===== src/rtl/execute_stage.sv =====
// RV32I execute stage: operand forwarding, ALU, branch/jump resolution, E->M register.
// Optional macro EXE_FORWARD_EN enables the ForwardAE/ForwardBE muxes; default build reads RD1E/RD2E directly.
module execute_stage #(
  parameter int XLEN = 32
) (
  input  logic            CLK,
  input  logic            RESET_N,
  input  logic            JumpE,
  input  logic            BranchE,
  input  logic            ALUSrcE,
  input  logic            MemWriteE,
  input  logic            RegWriteE,
  input  logic [1:0]      ResultSrcE,
  input  logic [2:0]      ALUControlE,
  input  logic [XLEN-1:0] RD1E,
  input  logic [XLEN-1:0] RD2E,
  input  logic [XLEN-1:0] ImmExtE,
  input  logic [4:0]      RdE,
  input  logic [XLEN-1:0] PCE,
  input  logic [XLEN-1:0] PCPlus4E,
  input  logic [1:0]      ForwardAE,
  input  logic [1:0]      ForwardBE,
  input  logic [XLEN-1:0] ResultW,
  input  logic            FlushM,
  output logic            PCSrcE,
  output logic [XLEN-1:0] PCTargetE,
  output logic            RegWriteM,
  output logic            MemWriteM,
  output logic [1:0]      ResultSrcM,
  output logic [XLEN-1:0] ALUResultM,
  output logic [XLEN-1:0] WriteDataM,
  output logic [4:0]      RdM,
  output logic [XLEN-1:0] PCPlus4M
);

  logic [XLEN-1:0] src_a_e, src_b_e, write_data_e, alu_result_e;
  logic            zero_e;

  logic            reg_write_d, reg_write_q;
  logic            mem_write_d, mem_write_q;
  logic [1:0]      result_src_d, result_src_q;
  logic [XLEN-1:0] alu_result_d, alu_result_q;
  logic [XLEN-1:0] write_data_d, write_data_q;
  logic [4:0]      rd_d, rd_q;
  logic [XLEN-1:0] pc_plus4_d, pc_plus4_q;

`ifdef EXE_FORWARD_EN
  always_comb begin
    src_a_e = RD1E;
    case (ForwardAE)
      2'b01:   src_a_e = ResultW;
      2'b10:   src_a_e = alu_result_q;
      default: src_a_e = RD1E;
    endcase
    write_data_e = RD2E;
    case (ForwardBE)
      2'b01:   write_data_e = ResultW;
      2'b10:   write_data_e = alu_result_q;
      default: write_data_e = RD2E;
    endcase
  end
`else
  // Forwarding disabled: hazard ports stay on the boundary but are not consumed.
  logic unused_fwd;
  assign unused_fwd   = ^{ForwardAE, ForwardBE, ResultW};
  assign src_a_e      = RD1E;
  assign write_data_e = RD2E;
`endif

  always_comb begin
    src_b_e      = ALUSrcE ? ImmExtE : write_data_e;
    alu_result_e = '0;
    case (ALUControlE)
      3'b000: alu_result_e = src_a_e + src_b_e;
      3'b001: alu_result_e = src_a_e - src_b_e;
      3'b010: alu_result_e = src_a_e & src_b_e;
      3'b011: alu_result_e = src_a_e | src_b_e;
      3'b100: alu_result_e = src_a_e ^ src_b_e;
      3'b101: alu_result_e = {{(XLEN-1){1'b0}}, $signed(src_a_e) < $signed(src_b_e)};
      3'b110: alu_result_e = src_a_e << src_b_e[4:0];
      3'b111: alu_result_e = src_a_e >> src_b_e[4:0];
      default: alu_result_e = '0;
    endcase
    zero_e    = (alu_result_e == '0);
    PCTargetE = PCE + ImmExtE;
    PCSrcE    = JumpE | (BranchE & zero_e);
  end

  // Flush only kills the side-effecting controls; data fields load regardless.
  always_comb begin
    reg_write_d  = RegWriteE & ~FlushM;
    mem_write_d  = MemWriteE & ~FlushM;
    result_src_d = ResultSrcE;
    alu_result_d = alu_result_e;
    write_data_d = write_data_e;
    rd_d         = RdE;
    pc_plus4_d   = PCPlus4E;
  end

  always_ff @(posedge CLK or negedge RESET_N) begin
    if (!RESET_N) begin
      reg_write_q  <= 1'b0;
      mem_write_q  <= 1'b0;
      result_src_q <= '0;
      alu_result_q <= '0;
      write_data_q <= '0;
      rd_q         <= '0;
      pc_plus4_q   <= '0;
    end else begin
      reg_write_q  <= reg_write_d;
      mem_write_q  <= mem_write_d;
      result_src_q <= result_src_d;
      alu_result_q <= alu_result_d;
      write_data_q <= write_data_d;
      rd_q         <= rd_d;
      pc_plus4_q   <= pc_plus4_d;
    end
  end

  assign RegWriteM  = reg_write_q;
  assign MemWriteM  = mem_write_q;
  assign ResultSrcM = result_src_q;
  assign ALUResultM = alu_result_q;
  assign WriteDataM = write_data_q;
  assign RdM        = rd_q;
  assign PCPlus4M   = pc_plus4_q;

endmodule


===== config.mk =====
export PLATFORM = sky130hd
export DESIGN_NAME = execute_stage
export DESIGN_NICKNAME = d
export VERILOG_FILES = /design/src/rtl/execute_stage.sv
export SDC_FILE = /design/constraint.sdc
export NUM_CORES = 1
export LEC_CHECK = 0
export CAP_MARGIN = 20
export CORE_ASPECT_RATIO = 1.2
export CORE_UTILIZATION = 30
export DETAILED_ROUTE_END_ITERATION = 12
export GPL_TIMING_DRIVEN = 1
export PLACE_DENSITY = 0.63
export SETUP_SLACK_MARGIN = 0.3
export SYNTH_ARGS = -nofsm -noshare
export SYNTH_HDL_FRONTEND = slang
export SYNTH_SLANG_ARGS = --single-unit

===== constraint.sdc =====
create_clock -name CLK -period 12.3 [get_ports CLK]
set_clock_uncertainty 0.15 [all_clocks]
set_input_delay 3.69 -clock CLK [delete_from_list [all_inputs] [get_ports CLK]]
set_output_delay 3.69 -clock CLK [all_outputs]
set_load 0.1 [all_outputs]

* After elaboration in Yosys (flattened, before gate mapping)
Index checks and enable logic that the tools add are counted.
Operators by class: muxes and demuxes 2, reductions and logical operators 2, add/subtract/negate cells 3, equality and inequality tests 7, magnitude comparators 1, bitwise gates (word level) 8, shifts and indexed selects 2
Operators with widths (count):
- one-hot mux 32 bit (8 select lines) | 1
- adder 32 bit | 2
- bitwise AND 32 bit | 1
- zero test 32 bit | 1
- < comparator 32 bit | 1
- 2-to-1 mux 32 bit | 1
- bitwise OR 32 bit | 1
- left shift 32 x 5 -> 32 bit | 1
- right shift 32 x 5 -> 32 bit | 1
- subtractor 32 bit | 1
- XOR 32 bit | 1
- equality test 3 bit, second input constant | 4
- equality test 3 x 2 -> 1 bit, second input constant | 2
- bitwise AND 1 bit | 3
- equality test 3 x 1 -> 1 bit, second input constant | 1
- zero test 3 bit | 1
- inverter 1 bit | 1
- bitwise OR 1 bit | 1
Storage, ports and cells: flip-flop bits (word level) 105, input bits 214, output and inout bits 138, word-level logic and storage cells 32

* Logic depth before layout (Yosys ltp)
Gate-level depths: netlist (run 1).
depth in word-level cells 6, depth in mapped cells 19, gate-level depth less buffers 16

* Worst setup path after synthesis (run 1)
Ideal clock, no wire load.
path type input-to-output, start input ALUSrcE, end output PCSrcE, data required time 8460 ps, path slack -800 ps, buffers on the path 6, arrival time 9260 ps, stages 19, cells stage by stage buf_6 mux2i_1 clkbuf_1 clkbuf_1 clkbuf_1 clkbuf_1 ha_1 clkbuf_1 inv_1 o311ai_1 o41ai_4 o21ai_2 a2111oi_4 o21ai_0 and4_1 or3_1 nor4_1 nand4_1 o21bai_1
Between the ends: longest elaborated chain between the ends 6, elaborated cells on any way between the ends 13, classes of those cells add/sub (2); order compare (1); shift (2); mux (2); bitwise (5); reduce/logical (1)
Ends and longest elaborated chain:
- start: declaration | line 10 | input logic ALUSrcE,
- 2-to-1 mux 32 bit * | line 71 | src_b_e = ALUSrcE ? ImmExtE : write_data_e;
- subtractor 32 bit, or another cell as far along | line 75 | 3'b001: alu_result_e = src_a_e - src_b_e;
- one-hot mux 32 bit (8 select lines) * | line 73 | case (ALUControlE)
- named net alu_result_d[29] | line 42 | logic [XLEN-1:0] alu_result_d, alu_result_q;
- zero test 32 bit * | line 84 | zero_e = (alu_result_e == '0);
- bitwise AND 1 bit * | line 86 | PCSrcE = JumpE | (BranchE & zero_e);
- bitwise OR 1 bit * | line 86
- end: declaration | line 25 | output logic PCSrcE,
The timed path passes the listed nets; every way through them passes the cells marked *.

* Final worst setup path (run 1)
start input RD2E[1], end output PCSrcE
Between the ends: longest elaborated chain between the ends 6, elaborated cells on any way between the ends 13, classes of those cells add/sub (2); order compare (1); shift (2); mux (2); bitwise (5); reduce/logical (1)
Ends and longest elaborated chain:
- start: declaration | line 16 | input logic [XLEN-1:0] RD2E,
- 2-to-1 mux 32 bit * | line 71
- subtractor 32 bit, or another cell as far along | line 75
- one-hot mux 32 bit (8 select lines) * | line 73
- named net alu_result_d[18] | line 42
- zero test 32 bit * | line 84
- bitwise AND 1 bit * | line 86
- bitwise OR 1 bit * | line 86
Marked as above.

==> results of run 1 <==
## Yosys cell counts, drive strengths merged, types with 12 or more instances
cell type  number  area [µm²]
ha            130        1630
buf            36         235
o21ai          93         469
inv           107         407
a31oi          20         138
dfrtp         105        2630
o21bai         15         113
a21o           31         233
nand3          54         270
nand2         140         526
nand2b         17         106
nand4          12        75.1
a211oi         32         245
mux4           32         743
o221ai         13         114
or3            15        93.8
nor3           40         200
nor2          142         536
o22ai          20         125
nor2b          17         106
xnor2          33         289
a22oi          13        97.6
o211ai         25         188
a21oi         116         581
clkbuf         58         218
mux2i         113        1160
## through the flow
| step | setup WS, ns | cells | util | hold WS (ns) | instance area, µm² |
|---|---|---|---|---|---|
| CTS | 0.306 | 2654 | 0.438 | 3.10 | 18900 |
| global placement | -0.0477 | 2633 | 0.427 | 3.54 | 18400 |
| detailed placement | -0.0314 | 2633 | 0.427 | 3.54 | 18400 |
| finish | 0.428 | 2661 | 0.442 | 3.09 | 19100 |
| global route | 0.265 | 2660 | 0.442 | 3.12 | 19100 |
| floorplan | 0.321 | 1625 | - | 3.24 | 13200 |
## final timing paths
path,startpoint,end,cells past startpoint
worst max-delay path,RD2E[1],PCSrcE,19
min in group CLK,RD2E[0],WriteDataM[0],1
worst min-delay path,RESET_N,WriteDataM[8],1
max in group asynchronous,RESET_N,ALUResultM[27],3
## repair_timing
item / 4_1_cts / 5_1_grt
setup endpoints to repair: 1 / 1
gates resized for setup: 23 / 27
endpoints found under the hold margin: 0 / 0
buffers inserted: 5 / 5
pin swaps: 11 / 11
gates cloned: 0 / 0
## metal layers
metal | GRT usage | part of all wire | up-vias
li1 | - | - | 6992
met1 | 0.337 | 0.41 | 7270
met2 | 0.459 | 0.47 | 830
met3 | 0.0683 | 0.089 | 128
met4 | 0.103 | 0.034 | 0
met5 | 0 | 0 | -
## cell families (layout without fill, tap and decap cells)
kind of cell | after synthesis | count (layout) | synth area share
and+or+nand+nor | 503 | 503 | 0.180
AOI/OAI and AO/OA | 489 | 489 | 0.252
other | 0 | 1 | 0
xor gates and xnor gates | 43 | 43 | 0.0285
buffers and inverters | 203 | 686 | 0.0656
muxes | 149 | 149 | 0.147
adders and majority gates | 133 | 133 | 0.128
DFF | 105 | 105 | 0.199
## flip-flops by register name (all words and copies together), names as in the netlist
signal	count
WriteDataM	32
RdM	5
MemWriteM	1
ALUResultM	32
PCPlus4M	32
RegWriteM	1
ResultSrcM	2
## power by group through the flow
| stage | clock network, mW | registers [mW] | logic, mW |
|---|---|---|---|
| 3_5_place_dp | 0 | 0.391 | 1.32 |
| 6_report | 0.330 | 0.383 | 1.37 |
| 2_1_floorplan | 0 | 0.622 | 0.615 |
| 3_3_place_gp | 0 | 0.390 | 1.32 |
| 5_1_grt | 0.356 | 0.386 | 1.43 |
| 4_1_cts | 0.342 | 0.384 | 1.34 |
## area by class of cell
class	count	area (µm²)
antenna	1	2.50
fill	4322	24000
multi-input combinational	1317	9980
tap	552	691
clock buffer	9	225
clock inverter	7	91.3
inverter	109	414
timing repair buffer	561	5030
sequential	105	2630
## critical path, stage by stage
cell	delay, ns
clkdlybuf4s50_1	0.54
mux2i_4	0.16
buf_4	0.18
buf_4	0.15
fa_1	0.42
nor2b_2	0.17
o221ai_2	0.15
buf_4	0.17
a211o_1	0.33
a21oi_1	0.21
a311oi_1	0.15
a21o_1	0.23
xnor2_2	0.17
o211ai_1	0.27
nor4b_2	0.34
buf_4	0.14
nand4_1	0.16
o21bai_4	0.19
buf_12	0.19
==> impl_metrics.csv, run 1 <==
group,metric,value,unit
drt,drtAntennaViolNets,0,
drt,viasPerCell,5.72,
finish,area_growth_syn_to_layout,44.2,%
clock_tree,h-tree-depth,3,
floorplan,rows,83,
floorplan,core_area,43100,µm²
finish,drive_gt1_frac,0.184,
grt,grt_usage,0.274,
drt,drt-initial-drc-count,1581,
clock_tree,ctsHoldBuffers,0,
floorplan,start_util,0.307,
timing,tightestPinTransition,1.02,ns
placed_design,portBuffers,315,
timing,relSlewSlack,0.320,
synthesis,netlist_area,13200,µm²
grt,grt_pass1_wl,92600,µm
synthesis,ys_async_sr_fraction,1.00,
finish,mostFrequentLayoutCell,"clkdlybuf4s50_1",
clock_tree,cts.path.max_buffers,2,
worst_setup_path,arrival,8.03,ns
worst_setup_path,end_kind,"output port",
synthesis,synth_cell_types,92,
drt,routed_wl,62800,µm
worst_setup_path,setup.worst_path.start_class,"input port",
clock_tree,cts_tree,"built",
synthesis,synth_seq_area_share,0.199,
drt,wl_per_cell,23.6,µm
timing,rsz0062_at_grt,"false",
drt,drc,2,
power_and_ir_drop,p_sw,1.10,mW
grt,grt_pass1_vias,15000,
timing,period_share,0.965,
timing,finalHoldViolations,0,
synthesis,synth_nets,1972,
clock_tree,cts_made_buffers,9,
drt,num_vias,15200,
run,max-cap-violations,0,
floorplan,ios,352,
timing,drv_slew,0,
drt,drt_pass1_iterations,10,
clock_tree,cts_sinks,105,
finish,final_cell_mix,"288 x clkdlybuf4s50_1, 261 x buf_4, 140 x nand2_1",
synthesis,yosysWarnings,0,
worst_setup_path,crit_type,"in -> out",
synthesis,postSynthAreaPerCell,8.13,µm²
outcome,status,"finished with violations",
timing,setup_tns,0,ns
floorplan,dieArea,44900,µm²
outcome,violations,"design-rule violations",
worst_setup_path,cp.required,8.46,ns
timing,fmax,84.2,MHz
floorplan,die_h,232,µm
clock_tree,cts-root-buf,"clkbuf_16",
power_and_ir_drop,clock_power_share,0.159,
power_and_ir_drop,ir_worst_vdd,0.0820,mV
clock_tree,clk_pin_slew,0.10,ns
power_and_ir_drop,p_sw_frac,0.531,
timing,setup_violations,0,
synthesis,synth_edf_count,0,
min_path,hp-class,"in -> async",
power_and_ir_drop,power.static_leakage,8.49,nW
power_and_ir_drop,fin_total_pwr,2.08,mW
floorplan,die_x,194,µm
finish,fin_nets,2450,
power_and_ir_drop,power_frac_seq,0.184,
placed_design,place.gp.congestion,1.04,
synthesis,ys_seq_elements,105,
worst_setup_path,crit_fanout,7,
grt,overflow,0,
placed_design,dp_hpwl,50700,µm
power_and_ir_drop,p_int,0.977,mW
synthesis,synthCells,1625,
power_and_ir_drop,pwr_density_cell,109,nW/µm²
grt,grt_max_degree,78,
synthesis,synth-main-ff-cell,"dfrtp_1",
timing,fin_crit,11.87,ns
grt,antenna_found_initial,1,
power_and_ir_drop,pwr-share-comb,0.657,
Power figures use the tool's default switching activity.
==> run 2, diff against run 1 <==
- SKIP_LAST_GASP: not set -> 1
==> results of run 2 <==
The final DEF is identical to that of run 1; final timing and power are the same.
